<file path="config.mk">
export PLATFORM = sky130hd
export DESIGN_NAME = rd_route_flat
export DESIGN_NICKNAME = d
export VERILOG_FILES = /design/src/rtl/rd_route_pkg.sv /design/src/rtl/rd_route_if.sv /design/src/rtl/rd_route_oq.sv /design/src/rtl/rd_route.sv /design/src/flat_wrapper.sv
export SDC_FILE = /design/constraint.sdc
export NUM_CORES = 1
export LEC_CHECK = 0
export CAP_MARGIN = 20
export CORE_MARGIN = 2
export CORE_UTILIZATION = 44
export DETAILED_ROUTE_END_ITERATION = 10
export HOLD_SLACK_MARGIN = 0.03
export PLACE_DENSITY = 0.77
export RECOVER_POWER = 25
export SYNTH_ARGS = -nofsm -noshare
export SYNTH_HDL_FRONTEND = slang
export SYNTH_SLANG_ARGS = --single-unit
</file>
<file path="constraint.sdc">
create_clock -name clk -period 3.25 [get_ports clk]
set_clock_uncertainty 0.2 [all_clocks]
set_input_delay 0.65 -clock clk [delete_from_list [all_inputs] [get_ports clk]]
set_output_delay 0.65 -clock clk [all_outputs]
set_load 0.01 [all_outputs]
</file>
<file path="src/rtl/rd_route_pkg.sv">
// Shared definitions for the read router: format codes, info field layout, lane mask.
// No logic; pure constants and a helper function.
// info layout is {src, chan[2:0], fmt[1:0]} with fmt in the LSBs.
package rd_route_pkg;

   localparam logic [1:0] FMT_PASS = 2'b00;
   localparam logic [1:0] FMT_565  = 2'b01;
   localparam logic [1:0] FMT_GREY = 2'b10;

   localparam int INFO_FMT_LSB  = 0;
   localparam int INFO_FMT_W    = 2;
   localparam int INFO_CHAN_LSB = 2;
   localparam int INFO_CHAN_W   = 3;
   localparam int INFO_SRC_LSB  = 5;

   // chan=0 enables every lane; chan=k enables lanes 0..k-1.
   function automatic logic lane_enabled(input logic [INFO_CHAN_W-1:0] chan, input int lane);
      return (chan == '0) || (lane < int'(chan));
   endfunction

endpackage

</file>
<file path="src/rtl/rd_route_if.sv">
// Bundle of the router's request, per-source address, per-source return and merged output buses.
// slave: the router's view (requests and returns in, addresses and merged data out).
// master: the surrounding system's view (mirror of slave).
interface rd_route_if #(
   parameter int NS = 2,
   parameter int DN = 8,
   parameter int DW = 8,
   parameter int AW = 13,
   parameter int SW = $clog2(NS)
);
   logic [SW+4:0]        info;
   logic [AW-1:0]        m_addr;
   logic                 m_addr_first, m_addr_last, m_addr_valid, m_addr_ready;
   logic [NS*AW-1:0]     s_addr;
   logic [NS-1:0]        s_addr_first, s_addr_last, s_addr_valid, s_addr_ready;
   logic [NS*DN*DW-1:0]  m_data;
   logic [NS-1:0]        m_data_first, m_data_last, m_data_valid, m_data_ready;
   logic [DN*DW-1:0]     s_data;
   logic                 s_data_first, s_data_last, s_data_valid, s_data_ready;

   modport slave (
      input  info, m_addr, m_addr_first, m_addr_last, m_addr_valid,
      output m_addr_ready,
      output s_addr, s_addr_first, s_addr_last, s_addr_valid,
      input  s_addr_ready,
      input  m_data, m_data_first, m_data_last, m_data_valid,
      output m_data_ready,
      output s_data, s_data_first, s_data_last, s_data_valid,
      input  s_data_ready
   );

   modport master (
      output info, m_addr, m_addr_first, m_addr_last, m_addr_valid,
      input  m_addr_ready,
      input  s_addr, s_addr_first, s_addr_last, s_addr_valid,
      output s_addr_ready,
      output m_data, m_data_first, m_data_last, m_data_valid,
      input  m_data_ready,
      input  s_data, s_data_first, s_data_last, s_data_valid,
      output s_data_ready
   );
endinterface

</file>
<file path="src/rtl/rd_route_oq.sv">
// Order queue: synchronous FIFO of burst descriptors; head is combinational from storage.
// Ports: push/din write, pop advances head, full/empty from a registered occupancy count.
// Latency: a push becomes visible at head the following cycle; push to full / pop from empty ignored.
module rd_route_oq #(
   parameter int W = 6,
   parameter int D = 4,
   parameter int CW = $clog2(D + 1),
   parameter int PW = $clog2(D)
) (
   input  logic         clk,
   input  logic         rst,
   input  logic         push,
   input  logic         pop,
   input  logic [W-1:0] din,
   output logic [W-1:0] head,
   output logic         full,
   output logic         empty
);
   logic [W-1:0]  mem [D];
   logic [PW-1:0] wr_ptr, rd_ptr;
   logic [CW-1:0] count;
   logic          do_push, do_pop;

   assign full    = (count == CW'(D));
   assign empty   = (count == '0);
   assign do_push = push && !full;
   assign do_pop  = pop && !empty;
   assign head    = mem[rd_ptr];

   always_ff @(posedge clk) begin
      if (do_push) mem[wr_ptr] <= din;
   end

   // Pointers wrap naturally because D is a power of two.
   always_ff @(posedge clk) begin
      if (rst) begin
         wr_ptr <= '0;
         rd_ptr <= '0;
         count  <= '0;
      end else begin
         if (do_push) wr_ptr <= wr_ptr + 1'b1;
         if (do_pop)  rd_ptr <= rd_ptr + 1'b1;
         case ({do_push, do_pop})
            2'b10:   count <= count + 1'b1;
            2'b01:   count <= count - 1'b1;
            default: count <= count;
         endcase
      end
   end
endmodule

</file>
<file path="src/rtl/rd_route.sv">
// Read router: steers request bursts to one of NS sources and merges returns back in issue order,
// applying format conversion and channel masking. Ports: clk, rst, bus (rd_route_if.slave).
// Latency 1 cycle on both paths (2-entry skid slices); non-head sources are stalled until their turn.
module rd_route
   import rd_route_pkg::*;
#(
   parameter int NS  = 2,
   parameter int DN  = 8,
   parameter int DW  = 8,
   parameter int AW  = 13,
   parameter int OQD = 4,
   parameter int SW  = $clog2(NS)
) (
   input  logic      clk,
   input  logic      rst,
   rd_route_if.slave bus
);
   localparam int LW = DN * DW;
   localparam int QW = SW + 5;
   localparam int AP = AW + 2;     // address slice payload {addr, first, last}
   localparam int DP = LW + 2;     // data slice payload {data, first, last}

   // Out-of-range source ids fold onto the last source.
   function automatic logic [SW-1:0] clip(input logic [SW-1:0] s);
      return (int'(s) >= NS) ? SW'(NS - 1) : s;
   endfunction

   // ---------------- request side ----------------
   logic [SW-1:0] burst_src, route_src;
   logic [NS-1:0] a_in_rdy;
   logic [AP-1:0] a_in_dat;
   logic          addr_rdy, a_fire;
   logic [QW-1:0] oq_head;
   logic          oq_full, oq_empty, oq_push, oq_pop;

   // First beats route on live info, later beats on the latched source.
   assign route_src = clip(bus.m_addr_first ? bus.info[INFO_SRC_LSB +: SW] : burst_src);
   // A first beat needs a queue slot; a pop in the same cycle does not free one early.
   assign addr_rdy  = !rst && a_in_rdy[route_src] && !(bus.m_addr_first && oq_full);
   assign a_fire    = bus.m_addr_valid && addr_rdy;
   assign oq_push   = a_fire && bus.m_addr_first;
   assign a_in_dat  = {bus.m_addr, bus.m_addr_first, bus.m_addr_last};
   assign bus.m_addr_ready = addr_rdy;

   always_ff @(posedge clk) begin
      if (rst)          burst_src <= '0;
      else if (oq_push) burst_src <= bus.info[INFO_SRC_LSB +: SW];
   end

   for (genvar i = 0; i < NS; i++) begin : g_src
      logic          in_vld, out_vld, skid_vld;
      logic [AP-1:0] out_dat, skid_dat;

      assign in_vld      = a_fire && (route_src == SW'(i));
      assign a_in_rdy[i] = !skid_vld;   // registered, so upstream never sees a downstream ready path

      always_ff @(posedge clk) begin
         if (rst) begin
            out_vld  <= 1'b0;
            skid_vld <= 1'b0;
            out_dat  <= '0;
            skid_dat <= '0;
         end else if (!out_vld || bus.s_addr_ready[i]) begin
            if (skid_vld) begin
               out_dat  <= skid_dat;
               out_vld  <= 1'b1;
               skid_vld <= 1'b0;
            end else begin
               out_dat  <= a_in_dat;
               out_vld  <= in_vld;
            end
         end else if (in_vld) begin
            skid_dat <= a_in_dat;
            skid_vld <= 1'b1;
         end
      end

      assign bus.s_addr[i*AW +: AW] = out_dat[AP-1:2];
      assign bus.s_addr_first[i]    = out_dat[1];
      assign bus.s_addr_last[i]     = out_dat[0];
      assign bus.s_addr_valid[i]    = out_vld;
   end

   rd_route_oq #(.W(QW), .D(OQD)) u_oq (
      .clk   (clk),
      .rst   (rst),
      .push  (oq_push),
      .pop   (oq_pop),
      .din   (bus.info),
      .head  (oq_head),
      .full  (oq_full),
      .empty (oq_empty)
   );

   // ---------------- return side ----------------
   logic [SW-1:0] hsrc;
   logic [2:0]    hchan;
   logic [1:0]    hfmt;
   logic [LW-1:0] sel_dat, conv, masked;
   logic          sel_vld, sel_first, sel_last, d_take, d_fire;
   logic          d_out_vld, d_skid_vld;
   logic [DP-1:0] d_out_dat, d_skid_dat, d_in_dat;

   assign hsrc      = clip(oq_head[INFO_SRC_LSB +: SW]);
   assign hchan     = oq_head[INFO_CHAN_LSB +: INFO_CHAN_W];
   assign hfmt      = oq_head[INFO_FMT_LSB +: INFO_FMT_W];
   assign sel_dat   = bus.m_data[int'(hsrc)*LW +: LW];
   assign sel_first = bus.m_data_first[hsrc];
   assign sel_last  = bus.m_data_last[hsrc];
   assign sel_vld   = bus.m_data_valid[hsrc];

   // Only the head source ever sees ready; everything else waits its turn.
   assign d_take           = !rst && !oq_empty && !d_skid_vld;
   assign d_fire           = d_take && sel_vld;
   assign oq_pop           = d_fire && sel_last;
   assign bus.m_data_ready = d_take ? (NS'(1) << hsrc) : '0;

   always_comb begin
      conv = '0;
      case (hfmt)
         FMT_565: begin
            conv[2*DW +: 8] = {sel_dat[15:11], 3'b000};
            conv[DW +: 8]   = {sel_dat[10:5], 2'b00};
            conv[7:0]       = {sel_dat[4:0], 3'b000};
         end
         FMT_GREY: begin
            for (int l = 0; l < 3; l++) conv[l*DW +: DW] = sel_dat[DW-1:0];
         end
         FMT_PASS: conv = sel_dat;
         default:  conv = sel_dat;
      endcase
      masked = conv;
      for (int l = 0; l < DN; l++) begin
         if (!lane_enabled(hchan, l)) masked[l*DW +: DW] = '0;
      end
   end

   assign d_in_dat = {masked, sel_first, sel_last};

   always_ff @(posedge clk) begin
      if (rst) begin
         d_out_vld  <= 1'b0;
         d_skid_vld <= 1'b0;
         d_out_dat  <= '0;
         d_skid_dat <= '0;
      end else if (!d_out_vld || bus.s_data_ready) begin
         if (d_skid_vld) begin
            d_out_dat  <= d_skid_dat;
            d_out_vld  <= 1'b1;
            d_skid_vld <= 1'b0;
         end else begin
            d_out_dat  <= d_in_dat;
            d_out_vld  <= d_fire;
         end
      end else if (d_fire) begin
         d_skid_dat <= d_in_dat;
         d_skid_vld <= 1'b1;
      end
   end

   assign bus.s_data       = d_out_dat[DP-1:2];
   assign bus.s_data_first = d_out_dat[1];
   assign bus.s_data_last  = d_out_dat[0];
   assign bus.s_data_valid = d_out_vld;
endmodule

</file>
<file path="src/flat_wrapper.sv">
// flat-port wrapper written by rule: the top's interface ports become plain ports
module rd_route_flat import rd_route_pkg::*;
#(
   parameter int NS  = 2,
   parameter int DN  = 8,
   parameter int DW  = 8,
   parameter int AW  = 13,
   parameter int OQD = 4,
   parameter int SW  = $clog2(NS)
)
  (clk, rst, bus_info, bus_m_addr, bus_m_addr_first, bus_m_addr_last, bus_m_addr_valid, bus_m_addr_ready, bus_s_addr, bus_s_addr_first, bus_s_addr_last, bus_s_addr_valid, bus_s_addr_ready, bus_m_data, bus_m_data_first, bus_m_data_last, bus_m_data_valid, bus_m_data_ready, bus_s_data, bus_s_data_first, bus_s_data_last, bus_s_data_valid, bus_s_data_ready);
  rd_route_if #(.NS(NS), .DN(DN), .DW(DW), .AW(AW), .SW(SW)) bus_i ();
  input  logic clk;
  input  logic rst;
  input wire logic [$bits(bus_i.info)-1:0] bus_info;
  input wire logic [$bits(bus_i.m_addr)-1:0] bus_m_addr;
  input wire logic [$bits(bus_i.m_addr_first)-1:0] bus_m_addr_first;
  input wire logic [$bits(bus_i.m_addr_last)-1:0] bus_m_addr_last;
  input wire logic [$bits(bus_i.m_addr_valid)-1:0] bus_m_addr_valid;
  output wire logic [$bits(bus_i.m_addr_ready)-1:0] bus_m_addr_ready;
  output wire logic [$bits(bus_i.s_addr)-1:0] bus_s_addr;
  output wire logic [$bits(bus_i.s_addr_first)-1:0] bus_s_addr_first;
  output wire logic [$bits(bus_i.s_addr_last)-1:0] bus_s_addr_last;
  output wire logic [$bits(bus_i.s_addr_valid)-1:0] bus_s_addr_valid;
  input wire logic [$bits(bus_i.s_addr_ready)-1:0] bus_s_addr_ready;
  input wire logic [$bits(bus_i.m_data)-1:0] bus_m_data;
  input wire logic [$bits(bus_i.m_data_first)-1:0] bus_m_data_first;
  input wire logic [$bits(bus_i.m_data_last)-1:0] bus_m_data_last;
  input wire logic [$bits(bus_i.m_data_valid)-1:0] bus_m_data_valid;
  output wire logic [$bits(bus_i.m_data_ready)-1:0] bus_m_data_ready;
  output wire logic [$bits(bus_i.s_data)-1:0] bus_s_data;
  output wire logic [$bits(bus_i.s_data_first)-1:0] bus_s_data_first;
  output wire logic [$bits(bus_i.s_data_last)-1:0] bus_s_data_last;
  output wire logic [$bits(bus_i.s_data_valid)-1:0] bus_s_data_valid;
  input wire logic [$bits(bus_i.s_data_ready)-1:0] bus_s_data_ready;
  assign bus_i.info = bus_info;
  assign bus_i.m_addr = bus_m_addr;
  assign bus_i.m_addr_first = bus_m_addr_first;
  assign bus_i.m_addr_last = bus_m_addr_last;
  assign bus_i.m_addr_valid = bus_m_addr_valid;
  assign bus_m_addr_ready = bus_i.m_addr_ready;
  assign bus_s_addr = bus_i.s_addr;
  assign bus_s_addr_first = bus_i.s_addr_first;
  assign bus_s_addr_last = bus_i.s_addr_last;
  assign bus_s_addr_valid = bus_i.s_addr_valid;
  assign bus_i.s_addr_ready = bus_s_addr_ready;
  assign bus_i.m_data = bus_m_data;
  assign bus_i.m_data_first = bus_m_data_first;
  assign bus_i.m_data_last = bus_m_data_last;
  assign bus_i.m_data_valid = bus_m_data_valid;
  assign bus_m_data_ready = bus_i.m_data_ready;
  assign bus_s_data = bus_i.s_data;
  assign bus_s_data_first = bus_i.s_data_first;
  assign bus_s_data_last = bus_i.s_data_last;
  assign bus_s_data_valid = bus_i.s_data_valid;
  assign bus_i.s_data_ready = bus_s_data_ready;
  rd_route #(.NS(NS), .DN(DN), .DW(DW), .AW(AW), .OQD(OQD), .SW(SW)) u_core (.clk(clk), .rst(rst), .bus(bus_i));
endmodule
</file>
After elaboration in Yosys (flattened, before gate mapping)
Memory sizes are Yosys's and may differ from the RTL's. A register that Yosys moved wholly into a read port is not among the register bits.
Cells that the tools add are included.
- add/sub/neg operators: 4
- $lt $le $gt $ge: 9
- equal/unequal tests: 5
- shift-type cells: 2
- muxes and demuxes: 31
- bitwise logic cells: 4
- reduce and logical (&&, ||, !) cells: 43
- operator list (operator ; number):
    $shiftx 128x8->64 ; 1
    $mux 66 ; 1
    $mux 8 ; 8
    $pmux 24 s2 ; 1
    $mux 40 ; 1
    $mux 15 ; 2
    $mux 1 ; 14
    $logic_and 1x1->1 ; 13
    $logic_not 1->1 ; 10
    $logic_or 1x1->1 ; 10
    $lt 3x3->1 const A ; 3
    $reduce_or 2->1 ; 4
    $logic_not 3->1 ; 2
    $lt 1x3->1 const A ; 2
    $lt 2x3->1 const A ; 2
    $mux 2 ; 3
    $pmux 3 s2 ; 1
    $reduce_and 2->1 ; 3
    $add 2x1->2 const B ; 2
    $eq 2x1->1 const B ; 2
    $eq 2x2->1 const B ; 2
    $lt 1x2->1 const B ; 2
    $not 1->1 ; 4
    $add 3x1->3 const B ; 1
    other kinds (4) ; 4
- register bits after elaboration: 206
- bits in writable memories: 24
- input port bits: 161
- word-level logic and storage cells: 115
- memories: 1
- memories (name ; words ; bits a word ; rd ports ; clocked after Yosys merged registers in ; wr ports ; line ; RTL):
    u_core.u_oq.mem ; 4 ; 6 ; 1 ; 1 ; 1 ; rd_route_oq.sv:19 ; logic [W-1:0] mem [D];

Longest topological paths before layout
Gate-level depths: netlist of run 1.
- depth in word-level cells: 10
- mapped depth: 12
- gate-level depth less buffers: 10

Hierarchy
A second synthesis of run 1 with hierarchy kept.
- cell total of the unflattened synthesis: 1044
- area total of the unflattened synthesis: 10114.7 um2
- by module, submodules not included (module ; times used ; cells each ; area an instance (um2) ; sequential area each (um2)):
    rd_route ; 1 ; 959 ; 8778.4 ; 3983.8
    rd_route_oq ; 1 ; 85 ; 1336.3 ; 900.9

Worst setup path before layout of run 1
OpenSTA, ideal clock, no wires.
- kind: input to register
- from: input port bus_m_addr_first
- to: register u_core.u_oq.count[2]
- setup time: 0.070 ns
- arrival time: 3.003 ns
- slack: -0.023 ns
- stages on the path: 12
- path through: clkbuf_1 -> mux2_2 -> mux2i_1 -> and4_1 -> clkbuf_1 -> inv_1 -> ha_1 -> inv_1 -> fa_1 -> xor2_1 -> or3_1 -> a21oi_1
- word-level cells in the longest chain between the ends: 10
- elaborated cells on any way between the ends: 14
- those cells by class: 2 x eq/ne; 4 x mux; 8 x reduce/logical
- RTL lines (what ; line ; RTL):
    start: declaration ; flat_wrapper.sv:17 ; input wire logic [$bits(bus_i.m_addr_first)-1:0] bus_m_addr_first;
    $mux 1 ; rd_route.sv:37 ; assign route_src = clip(bus.m_addr_first ? bus.info[INFO_SRC_LSB +: SW] : burst_src);
    $mux 1 (not written as such) (2 in series) ; rd_route.sv:39 ; assign addr_rdy = !rst && a_in_rdy[route_src] && !(bus.m_addr_first && oq_full);
    $logic_and 1x1->1 (2 in series) ; rd_route.sv:39 ;
    $logic_and 1x1->1 ; rd_route.sv:40 ; assign a_fire = bus.m_addr_valid && addr_rdy;
    $logic_and 1x1->1 * ; rd_route.sv:41 ; assign oq_push = a_fire && bus.m_addr_first;
    $logic_and 1x1->1 * ; rd_route_oq.sv:26 ; assign do_push = push && !full;
    $eq 2x1->1 or $eq 2x2->1 (tied branches) ; rd_route_oq.sv:43 ; case ({do_push, do_pop})
    $pmux 3 s2 or $reduce_bool 2->1 (tied branches) ; - ;
    end signal: assignment ; rd_route_oq.sv:44 ; 2'b10: count <= count + 1'b1;
    end signal: assignment ; rd_route_oq.sv:45 ; 2'b01: count <= count - 1'b1;
    end signal: assignment ; rd_route_oq.sv:46 ; default: count <= count;
    end: declaration ; rd_route_oq.sv:21 ; logic [CW-1:0] count;
Mark *: on every way between the ends. The rest lies on a longest branch, timed or not. The select of a mux whose other input is x is not followed.
A chain may end at the register's enable or synchronous reset.

==> results of run 1 <==
==> kinds of logic (layout without fill, tap and decap cells) <==
kind of cell    Yosys count  after routing  synth area share (%)
buf+inv                  91            361                 3.959
mux                     142            142                 15.39
simple gates            265            265                 12.16
xor+xnor                  5              5                0.4470
flops                   232            232                 49.85
compound gates          256            256                 17.10
fa+ha+maj                 8              8                 1.098
other cells               0              1                     0
==> cell type report <==
type | instances | area [um^2] | share of cell area [%]
Antenna cell | 1 | 2.502 | 0.01831
Clock inverter | 7 | 98.84 | 0.7233
Multi-Input combinational cell | 676 | 4603 | 33.68
Sequential cell | 232 | 4887 | 35.76
Clock buffer | 37 | 699.4 | 5.118
Tap cell | 280 | 350.3 | 2.564
Timing Repair Buffer | 306 | 2983 | 21.83
Inverter | 11 | 41.29 | 0.3021
==> Yosys cell counts (2+ instances only) <==
library cell | number | area, um^2
dfxtp_1 | 208 | 4164
mux2i_1 | 133 | 1331
nor2_1 | 95 | 356.6
nand2_1 | 80 | 300.3
o21ai_0 | 69 | 345.3
clkbuf_1 | 55 | 206.5
a21oi_1 | 49 | 245.2
a211oi_1 | 32 | 240.2
or3_1 | 30 | 187.7
a22oi_1 | 28 | 210.2
o2bb2ai_1 | 27 | 236.5
edfxtp_1 | 24 | 720.7
nor3_1 | 21 | 105.1
a32oi_1 | 20 | 175.2
buf_2 | 16 | 80.08
o22ai_1 | 13 | 81.33
nand3_1 | 12 | 60.06
inv_1 | 10 | 37.54
o211ai_1 | 9 | 67.56
ha_1 | 7 | 87.58
nand2b_1 | 7 | 43.79
nand3b_1 | 7 | 52.55
and2_1 | 6 | 37.54
buf_1 | 4 | 15.01
mux4_2 | 4 | 90.09
o221ai_1 | 4 | 35.03
buf_4 | 3 | 22.52
mux2_2 | 3 | 33.78
xor2_1 | 3 | 26.28
a22o_1 | 2 | 17.52
a31oi_1 | 2 | 12.51
buf_6 | 2 | 22.52
mux4_1 | 2 | 52.55
nand4_1 | 2 | 12.51
nor2b_1 | 2 | 12.51
xnor2_1 | 2 | 17.52
==> sequential cells by signal, summed over array words and instances (netlist names), 2 cells and up, named ones only <==
name	cells
u_core.u_oq.wr_ptr	2
u_core.d_out_dat	66
u_core.g_src.out_dat	30
u_core.g_src.skid_dat	30
u_core.u_oq.mem	24
u_core.g_src.skid_vld	2
u_core.u_oq.count	3
u_core.d_skid_dat	66
u_core.g_src.out_vld	2
u_core.u_oq.rd_ptr	2
==> power by group <==
| group | leakage [nW] | internal, mW | switching [mW] |
|---|---|---|---|
| registers | 1.91 | 2.96 | 0.0377 |
| logic | 2.88 | 0.379 | 0.307 |
| clock network | 0.388 | 1.64 | 1.11 |
| total | 5.17 | 4.98 | 1.46 |
==> metal layers <==
| metal | up-vias | global-route usage, % |
|---|---|---|
| met3 | 43 | 6.124 |
| met2 | 293 | 40.52 |
| met4 | 0 | 5.952 |
| li1 | 4155 | - |
| met5 | - | 0 |
| met1 | 4032 | 28.82 |
==> through the flow <==
step / power (mW) / hold slack, ns
2_1_floorplan: 3.304 / 0.2280
5_1_grt: 6.656 / 0.2698
4_1_cts: 6.490 / 0.2522
3_5_place_dp: 3.731 / 0.2409
6_report: 6.437 / 0.2511
3_3_place_gp: 3.721 / 0.2344
==> worst max-delay path: stages (launching register included) <==
cell and delay (ns):
edfxtp_1 0.37, mux4_4 0.69, mux2i_4 0.25, nor4_2 0.25, buf_4 0.18, ha_2 0.17
inv_1 0.06, fa_2 0.34, xor2_1 0.16, or3_1 0.32, a21oi_2 0.11
==> timing repair <==
action / in CTS / in global routing
gates cloned: 1 / 0
setup buffers: 2 / 1
resized for setup: 10 / 11
hold buffers: 0 / 0
endpoints found under the setup margin: 16 / 13
pin swaps: 1 / 2
==> worst min path at each step <==
stage / startpoint / end / slack [ns] / depth (start not counted)
finish: u_core.d_out_dat[59] / u_core.d_out_dat[59] / 0.25 / 2
global route: u_core.d_skid_dat[63] / u_core.d_skid_dat[63] / 0.27 / 2
CTS: u_core.d_skid_dat[11] / u_core.d_skid_dat[11] / 0.25 / 2
detailed placement: u_core.d_out_dat[59] / u_core.d_out_dat[59] / 0.24 / 2
global placement: u_core.d_out_dat[59] / u_core.d_out_dat[59] / 0.23 / 2
floorplan: u_core.u_oq.rd_ptr[1] / register / 0.23 / 1
==> summary.md, run 1 <==
| Metric | Value |
|---|---|
| Routability cong. | about 0.84 |
| CTS tree | yes |
| Starting Density | 44.90% |
| Post-synthesis cell type count | 42 |
| Max cap viols | 0 |
| H-tree levels | 1 |
| Worst slack at placement | -0.1478 ns |
| Worst R2R Start | u_core.u_oq.mem[2][5] |
| Synthesized area | 9798 um^2 |
| Yosys warns | 0 |
| Clock root cell | clkbuf_16 |
| Fraction of layout cells with a size suffix above 1 | 7.723% |
| Fmax | approximately 320 MHz |
| PwrDens | around 470 nW/um^2 |
| First-pass GRT wire length | 44,990 um |
| Fillers | ~1,800 |
| Critical Path AT | 3.41 ns |
| Syn avg cell area | just under 10 um^2 |
| Commonest non-fill, non-tap cell in the layout | clkdlybuf4s50_1 |
| Worst rel slew slack | just over 8% |
| Top-level I/O count | 263 |
| Post-DP Area | 12,760 um^2 |
| WP data required | 3.49 ns |
| Period utilisation layout | 97.38% |
| R2r endpoint | u_core.u_oq.count[2] |
| Final Core Density | between 60 and 70% |
| Non-filler cells in the finished layout | 1,550 |
| Hold Vio Cnt, Final | 0 |
| Crit path to | u_core.u_oq.count[2] |
| CP Capture Type | register |
| Final setup vio count | 0 |
| Min-delay worst type | reg -> reg |
| CP Max Fanout | 3 |
| Async set-reset flop share out of synthesis | 0% |
| Critical path type | reg -> reg |
| Die Ht | 153.2 um |
| Met3 Routed Length | 2311 um |
| Hpwl dp | 19,540 um |
| CP startpoint kind | register |
| Gr ovfl total | 0 |
| Final TNS setup | 0 ns |
| Detailed Route Iter0 Violations | 525 |
| DRC | 0 |
| Synth Register Bits | 232 |
| Largest net degree at the start of global routing | 67 |
| Tmin final | around 3.2 ns |
| CTS Sinks | around 230 |
| Met2 wire len | between 10,000 and 15,000 um |
| Leakage | 5.173 nW |
| Clk slew on worst S/H paths | about 0.060 ns |
| Post-Route M1 WL | 11,450 um |
| Post-DRT Antenna Nets | 0 |
| Antenna violations before repair | 1 |
| IR drop worst, VDD | 392.1 uV |
| Synth Flop Type | dfxtp_1 |
| Post-synth EDFFs | 24 |
| RSZ-0062 raised after global routing | true |
| Routed WL | 28,150 um |
| Cells after DPL | 1,501 |
| Vias per cell | 5.499 |
| Cell area after layout | 13,670 um^2 |
| Cell row count | 54 |
| Max-slew violations | 0 |
| Run status | completed |
| Vias | approximately 8,500 |
| Seq/Total Area, Yosys | roughly half |
| Vias in the first global route | 8,456 |
| IO Port Bufs | approximately 260 |
| Top Layer Used | met4 |
| R2R setup slack | 0.09 ns |
| Initial DRT Pass Iterations | 5 |
| Syn nets | 1,168 |
| R2R cell count | 10 |
| Syn-to-layout area delta | 39.47% |
| Total GRT Usage | 23.33% |
| Die span in x | 153.2 um |
| Avg WL per Cell | 18.16 um |
| TritonCTS Buffers | 24 |
| Clock Latency Late Sink | 0.51 ns |
| Post-route setup slack | about 0.085 ns |
| Total die area | 23,480 um^2 |
| Commonest non-fill, non-tap cells in the layout | 250 x clkdlybuf4s50_1, 206 x dfxtp_1, 130 x mux2i_1, 93 x nor2_1, 80 x nand2_1 |
| Critical Path Start | u_core.u_oq.mem[2][5] |
| Least-Margin Pin Slew | 1.378 ns |
| Core area | 21,820 um^2 |
| Clock Tree Buf Depth | 3 |
| Synth Instances | roughly 1,000 |
| Final nets | 1,420 |
No activity file was read; power rests on OpenSTA's default activity.
==> inputs of run 2 (changes only) <==
--- a/config.mk
+++ b/config.mk
@@ -11,7 +11,7 @@
 export DETAILED_ROUTE_END_ITERATION = 10
 export HOLD_SLACK_MARGIN = 0.03
 export PLACE_DENSITY = 0.77
-export RECOVER_POWER = 25
+export RECOVER_POWER = 100
 export SYNTH_ARGS = -nofsm -noshare
 export SYNTH_HDL_FRONTEND = slang
 export SYNTH_SLANG_ARGS = --single-unit
==> summary.md, run 2 (same netlist as run 1, synthesis figures left out) <==
| Metric | Value |
|---|---|
| Run status | completed |
| TritonCTS Buffers | 24 (unchanged) |
| H-tree levels | 1 (unchanged) |
| Fmax | 315.9 MHz (about the same) |
| CP Cell Sequence | mux4_4, mux2i_4, nor4_2, buf_4, ha_2, inv_1, fa_2, xor2_1, or3_1, a21oi_2 |
| IR drop worst, VDD | 391.8 uV (about the same) |
| Leakage | 5.430 nW (+5.0%) |
| Hold Vio Cnt, Final | 0 (unchanged) |
| Biggest regs | u_core.d_out_dat: 66 flops, u_core.d_skid_dat: 66 flops |
| Clk slew on worst S/H paths | 0.06 ns (about the same) |
| Vias in the first global route | 8,456 (unchanged) |
| Die span in x | 153.2 um (unchanged) |
| DRC | 0 (unchanged) |
| Fraction of layout cells with a size suffix above 1 | 7.644% (-0.079 points) |
| Final TNS setup | 0 ns (unchanged) |
| CP max stage cell | mux4_4 |
| Min-delay worst type | reg -> reg |
| Least-Margin Pin Slew | 1.394 ns (+0.01564 ns) |
| Critical path type | reg -> reg |
| PwrDens | 469.7 nW/um^2 (-0.28%) |
| Non-filler cells in the finished layout | 1,550 (unchanged) |
| Final Core Density | 62.60% (about the same) |
| CP startpoint kind | register |
| Critical Path Stages | 10 (unchanged) |
| Fillers | 1,810 (+0.11%) |
| CTS Sinks | 232 (unchanged) |
| Final nets | 1,420 (unchanged) |
| Syn-to-layout area delta | 39.43% (about the same) |
| Hpwl dp | 19,540 um (unchanged) |
| First-pass GRT wire length | 44,990 um (unchanged) |
| CP Max Fanout | 3 (unchanged) |
| Vias per cell | 5.532 (+0.60%) |
| Commonest non-fill, non-tap cell in the layout | dfxtp_1 |
| Initial DRT Pass Iterations | 5 (unchanged) |
| Antenna violations before repair | 1 (unchanged) |
| Die Ht | 153.2 um (unchanged) |
| Total GRT Usage | 23.33% (unchanged) |
| Post-CTS Hold Fix Bufs | 0 (unchanged) |
| Worst slack at placement | -0.1478 ns (unchanged) |
| Delay-heaviest family, CP | multiplexers |
| Worst rel slew slack | 7.088% (-1.0 points) |
| CP Capture Type | register |
| R2R cell count | 10 (unchanged) |
| CTS tree | yes |
| Cells after DPL | 1,501 (unchanged) |
| Vias | 8,574 (+0.60%) |
| Avg WL per Cell | 18.23 um (+0.34%) |
| Detailed Route Iter0 Violations | 516 (-1.7%) |
| WP data required | 3.50 ns (about the same) |
| Post-route setup slack | 0.08468 ns (-0.0005427 ns) |
| Total die area | 23,480 um^2 (unchanged) |
| Routability cong. | 0.8386 (unchanged) |
| Gr ovfl total | 0 (unchanged) |
| Hold_ws | 0.2450 ns (-0.006117 ns) |
| Commonest non-fill, non-tap cells in the layout | 206 x dfxtp_1, 151 x clkdlybuf4s50_1, 130 x mux2i_1, 107 x dlygate4sd3_1, 93 x nor2_1 |
| Top-level I/O count | 263 (unchanged) |
| Starting Density | 44.90% (unchanged) |
| Clock Tree Buf Depth | 3 (unchanged) |
| Area of the multi-input gates | 4603 um^2 (unchanged) |
| Cell row count | 54 (unchanged) |
| Post-DRT Antenna Nets | 0 (unchanged) |
| Final setup vio count | 0 (unchanged) |
| Worst path max stage delay | 0.69 ns (about the same) |
| Clock root cell | clkbuf_16 |
| Worst hold path stage count | 2 (unchanged) |
| RSZ-0062 raised after global routing | true |
| Period utilisation layout | 97.39% (about the same) |
| Largest net degree at the start of global routing | 67 (unchanged) |
| Routed WL | 28,250 um (+0.34%) |
| IO Port Bufs | 262 (unchanged) |
| Clock Latency Late Sink | 0.52 ns (about the same) |
| Critical Path AT | 3.41 ns (about the same) |
| Max-slew violations | 0 (unchanged) |
| Max cap viols | 0 (unchanged) |
| Register area | 4887 um^2 (unchanged) |
| Tmin final | 3.165 ns (+0.0005427 ns) |
| Crit path buf inv count | 2 (unchanged) |
| Core area | 21,820 um^2 (unchanged) |
[run 2: cell count changes in the layout (fill, tap and decap cells not counted)]
cell,before,now
dlygate4sd3_1,8,107
buf_4,34,33
clkdlybuf4s50_1,250,151
and2_1,6,4
and2_0,0,2
clkbuf_1,14,15
[run 2: routing by layer]
| metal | up-vias | GRT usage (%) | wire length [um] |
|---|---|---|---|
| li1 | 4163 | - | - |
| met3 | 45 | 6.124 | 2370 |
| met4 | 0 | 5.952 | 618 |
| met1 | 4054 | 28.82 | 11490 |
| met2 | 312 | 40.52 | 13770 |
| met5 | - | 0 | 0 |
[run 2: worst min-delay path, delay by kind of cell, from the launching register on]
family,cells,cell delay [ns]
AND/OR/NAND/NOR,1,0.04
AO/OA/AOI/OAI,1,0.05
flip-flops,1,0.32
[run 2: final cells by class]
cell class              count  area share, %
flip-flops and latches    232          35.77
multi-input cells         676          33.69
repair buffers            306          21.81
clock buffers              37          5.120
well taps                 280          2.564
clock inverters             7         0.7235
inverters                  11         0.3022
diodes                      1        0.01832
[run 2: through the flow]
stage               power (mW)  cell area, um^2
floorplan                3.304             9799
global placement         3.721            12760
detailed placement       3.731            12760
CTS                      6.490            13640
global route             6.633            13660
finish                   6.417            13660
[run 2: final timing paths]
path | slack, ns | from | end
worst min-delay path | 0.25 | u_core.d_out_dat[59] | u_core.d_out_dat[59]
worst max-delay path | 0.08 | u_core.u_oq.mem[2][5] | u_core.u_oq.count[2]
worst max register to register | 0.08 | u_core.u_oq.mem[2][5] | u_core.u_oq.count[2]
worst min register to register | 0.25 | u_core.d_out_dat[59] | u_core.d_out_dat[59]
[run 2: timing repair]
action	CTS	global route
cloned	1	0
setup buffers	2	1
resized for setup	10	11
pin swaps	1	2
setup endpoints to repair	16	13
[run 2: where the power goes]
group,switching [mW],internal (mW)
Clock,1.12,1.64
Combinational,0.308,0.358
Sequential,0.0353,2.95
==> inputs of run 3 (changes only) <==
--- a/config.mk
+++ b/config.mk
@@ -7,10 +7,10 @@
 export LEC_CHECK = 0
 export CAP_MARGIN = 20
 export CORE_MARGIN = 2
-export CORE_UTILIZATION = 44
+export CORE_UTILIZATION = 52
 export DETAILED_ROUTE_END_ITERATION = 10
 export HOLD_SLACK_MARGIN = 0.03
-export PLACE_DENSITY = 0.77
+export PLACE_DENSITY = 0.85
 export RECOVER_POWER = 100
 export SYNTH_ARGS = -nofsm -noshare
 export SYNTH_HDL_FRONTEND = slang
==> constraint.sdc (replaced) <==
create_clock -name clk -period 4 [get_ports clk]
set_clock_uncertainty 0.2 [all_clocks]
set_input_delay 0.8 -clock clk [delete_from_list [all_inputs] [get_ports clk]]
set_output_delay 0.8 -clock clk [all_outputs]
set_load 0.005 [all_outputs]
==> summary.md, run 3 (same netlist as run 1, synthesis figures left out) <==
| Metric | Value |
|---|---|
| Postcts setup bufs | 0 (-2) |
| Post-CTS Hold Fix Bufs | 0 (unchanged) |
| Die Ht | 141.3 um (-7.8%) |
| First-pass GRT wire length | 42,290 um (-6.0%) |
| Detailed Route Iter0 Violations | 508 (-1.6%) |
| Total die area | 19,960 um^2 (-15%) |
| RSZ-0062 raised after global routing | false |
| Cell row count | 50 (-7.4%) |
| Max cap viols | 0 (unchanged) |
| Power Total | 5.391 mW (-16%) |
| CP Max Fanout | 7 (+4) |
| Starting Density | 52.73% (+7.8 points) |
| R2r endpoint | u_core.d_skid_dat[21] |
| CP Capture Type | output pin |
| Ant. Diodes | 0 (-1) |
| TritonCTS Buffers | 24 (unchanged) |
| Gr ovfl total | 0 (unchanged) |
| Clock Latency Late Sink | 0.51 ns (about the same) |
| Die span in x | 141.3 um (-7.8%) |
| Clock root cell | clkbuf_16 |
| Least-Margin Pin Slew | 1.398 ns (+0.004763 ns) |
| WHS Endpoint | u_core.d_out_dat[59] |
| Top-level I/O count | 263 (unchanged) |
| Worst rel slew slack | 6.771% (-0.32 points) |
| Final setup vio count | 0 (unchanged) |
| Tmin final | 3.775 ns |
| Vias in the first global route | 8,094 (-4.3%) |
| Total GRT Usage | 25.98% (+2.6 points) |
| Hold_ws | 0.2485 ns (+0.003466 ns) |
| Routability cong. | 0.8684 (+3.6%) |
| PwrDens | 401.1 nW/um^2 (-15%) |
| Final nets | 1,399 (-1.5%) |
| Critical path type | in -> out |
| Final TNS setup | 0 ns (unchanged) |
| Routed WL | 26,700 um (-5.5%) |
| WP data required | 3.00 ns (-0.50 ns) |
| Biggest regs | u_core.d_out_dat: 66 flops, u_core.d_skid_dat: 66 flops |
| Hpwl dp | 18,470 um (-5.5%) |
| Fmax | approximately 260 MHz |
| Clk slew on worst S/H paths | 0.06 ns (about the same) |
| CP startpoint kind | primary input |
| Fraction of layout cells with a size suffix above 1 | 5.529% (-2.1 points) |
| Initial DRT Pass Iterations | 5 (unchanged) |
| Leakage | 5.334 nW (-1.8%) |
| Commonest non-fill, non-tap cells in the layout | 207 x dfxtp_1, 152 x clkdlybuf4s50_1, 133 x mux2i_1, 109 x dlygate4sd3_1, 93 x nor2_1 |
| Syn-to-layout area delta | 37.16% |
| CTS Sinks | 232 (unchanged) |
| Run status | completed |
| CTS tree | yes |
| IO Port Bufs | 262 (unchanged) |
| PostCTS Resize Cnt | 0 (-10) |
| Min-delay worst type | reg -> reg |
| Largest net degree at the start of global routing | 70 (+4.5%) |
| Max-slew violations | 0 (unchanged) |
| Period utilisation layout | 94.37% |
| Hold Vio Cnt, Final | 0 (unchanged) |
| Avg WL per Cell | 18.01 um (-1.2%) |
| Vias per cell | 5.673 (+2.6%) |
| IR drop worst, VDD | 360.1 uV (-8.1%) |
| R2R setup slack | 0.40 ns (+0.32 ns) |
| DRC | 0 (unchanged) |
| Antenna violations before repair | 0 (-1) |
| Core area | 18,580 um^2 (-15%) |
| R2R cell count | 6 (-4) |
| Commonest non-fill, non-tap cell in the layout | dfxtp_1 |
| Critical Path AT | 2.77 ns (-0.64 ns) |
| Vias | 8,407 (-1.9%) |
| Post-DRT Antenna Nets | 0 (unchanged) |
| Hold Startpoint | u_core.d_out_dat[59] |
| Clock Tree Buf Depth | 3 (unchanged) |
| Worst hold path stage count | 2 (unchanged) |
| H-tree levels | 1 (unchanged) |
[run 3: cell types whose count changed in the layout (fill, tap and decap cells not counted), sizes merged]
cell           previous run  this run
bufinv                    2         4
clkbuf                   45        44
buf                      36        16
dlygate4sd2               1         0
inv                      11        10
clkdlybuf4s50           151       152
dlymetal6s2s              1         0
clkinvlp                  1         2
dlygate4sd3             107       109
clkinv                    4         3
bufbuf                    1         0
clkdlybuf4s15             1         0
diode                     1         0
[run 3: worst max path at each step]
| stage | slack [ns] | end | startpoint |
|---|---|---|---|
| final | 0.23 | bus_m_addr_ready | bus_m_addr_first |
| after floorplan | 0.58 | u_core.u_oq.count[2] | bus_m_addr_first |
| after detailed placement | 0.40 | u_core.u_oq.count[2] | bus_m_addr_first |
| after CTS | 0.24 | bus_m_data_ready[0] | register |
| after global placement | 0.44 | u_core.u_oq.count[2] | bus_m_addr_first |
| after global routing | 0.09 | u_core.d_skid_dat[22] | register |
[run 3: worst max-delay path, stage by stage]
cell and delay, ns:
dlygate4sd3_1 0.56, clkbuf_1 0.19, a41oi_1 0.48, and2_0 0.22, clkdlybuf4s50_1 0.51
[run 3: metrics by stage]
| stage | utilization, % | setup slack, ns | area [um^2] | cells |
|---|---|---|---|---|
| 2_1_floorplan | - | 0.5770 | 9798 | 999 |
| 3_3_place_gp | 67.66 | 0.4445 | 12570 | 1438 |
| 3_5_place_dp | 67.66 | 0.4024 | 12570 | 1438 |
| 4_1_cts | 72.52 | 0.2395 | 13470 | 1482 |
| 5_1_grt | 72.33 | 0.09046 | 13440 | 1482 |
| 6_report | 72.33 | 0.2250 | 13440 | 1482 |
[run 3: routing by layer]
metal,routed length (um),vias to the layer above,share of wire [%],track usage [%]
met5,0,-,0,0
met3,2089,40,7.8,6.176
met1,10930,3952,41,32.69
li1,-,4116,-,-
met4,678,0,2.5,6.947
met2,13000,299,49,44.97
[run 3: power by group]
| group | internal [mW] | leakage, nW | switching [mW] | total, mW |
|---|---|---|---|---|
| registers | 2.40 | 1.91 | 0.0274 | 2.43 |
| logic | 0.276 | 2.99 | 0.223 | 0.499 |
| clock network | 1.56 | 0.440 | 0.900 | 2.46 |
[run 3: cell type report]
cell class              count  area, um^2
clock buffers              36       757.0
flip-flops and latches    232        4886
multi-input cells         676        4541
inverters                  11       41.29
fillers                  1378        5141
repair buffers            285        2776
clock inverters             8       145.1
well taps                 234       292.8
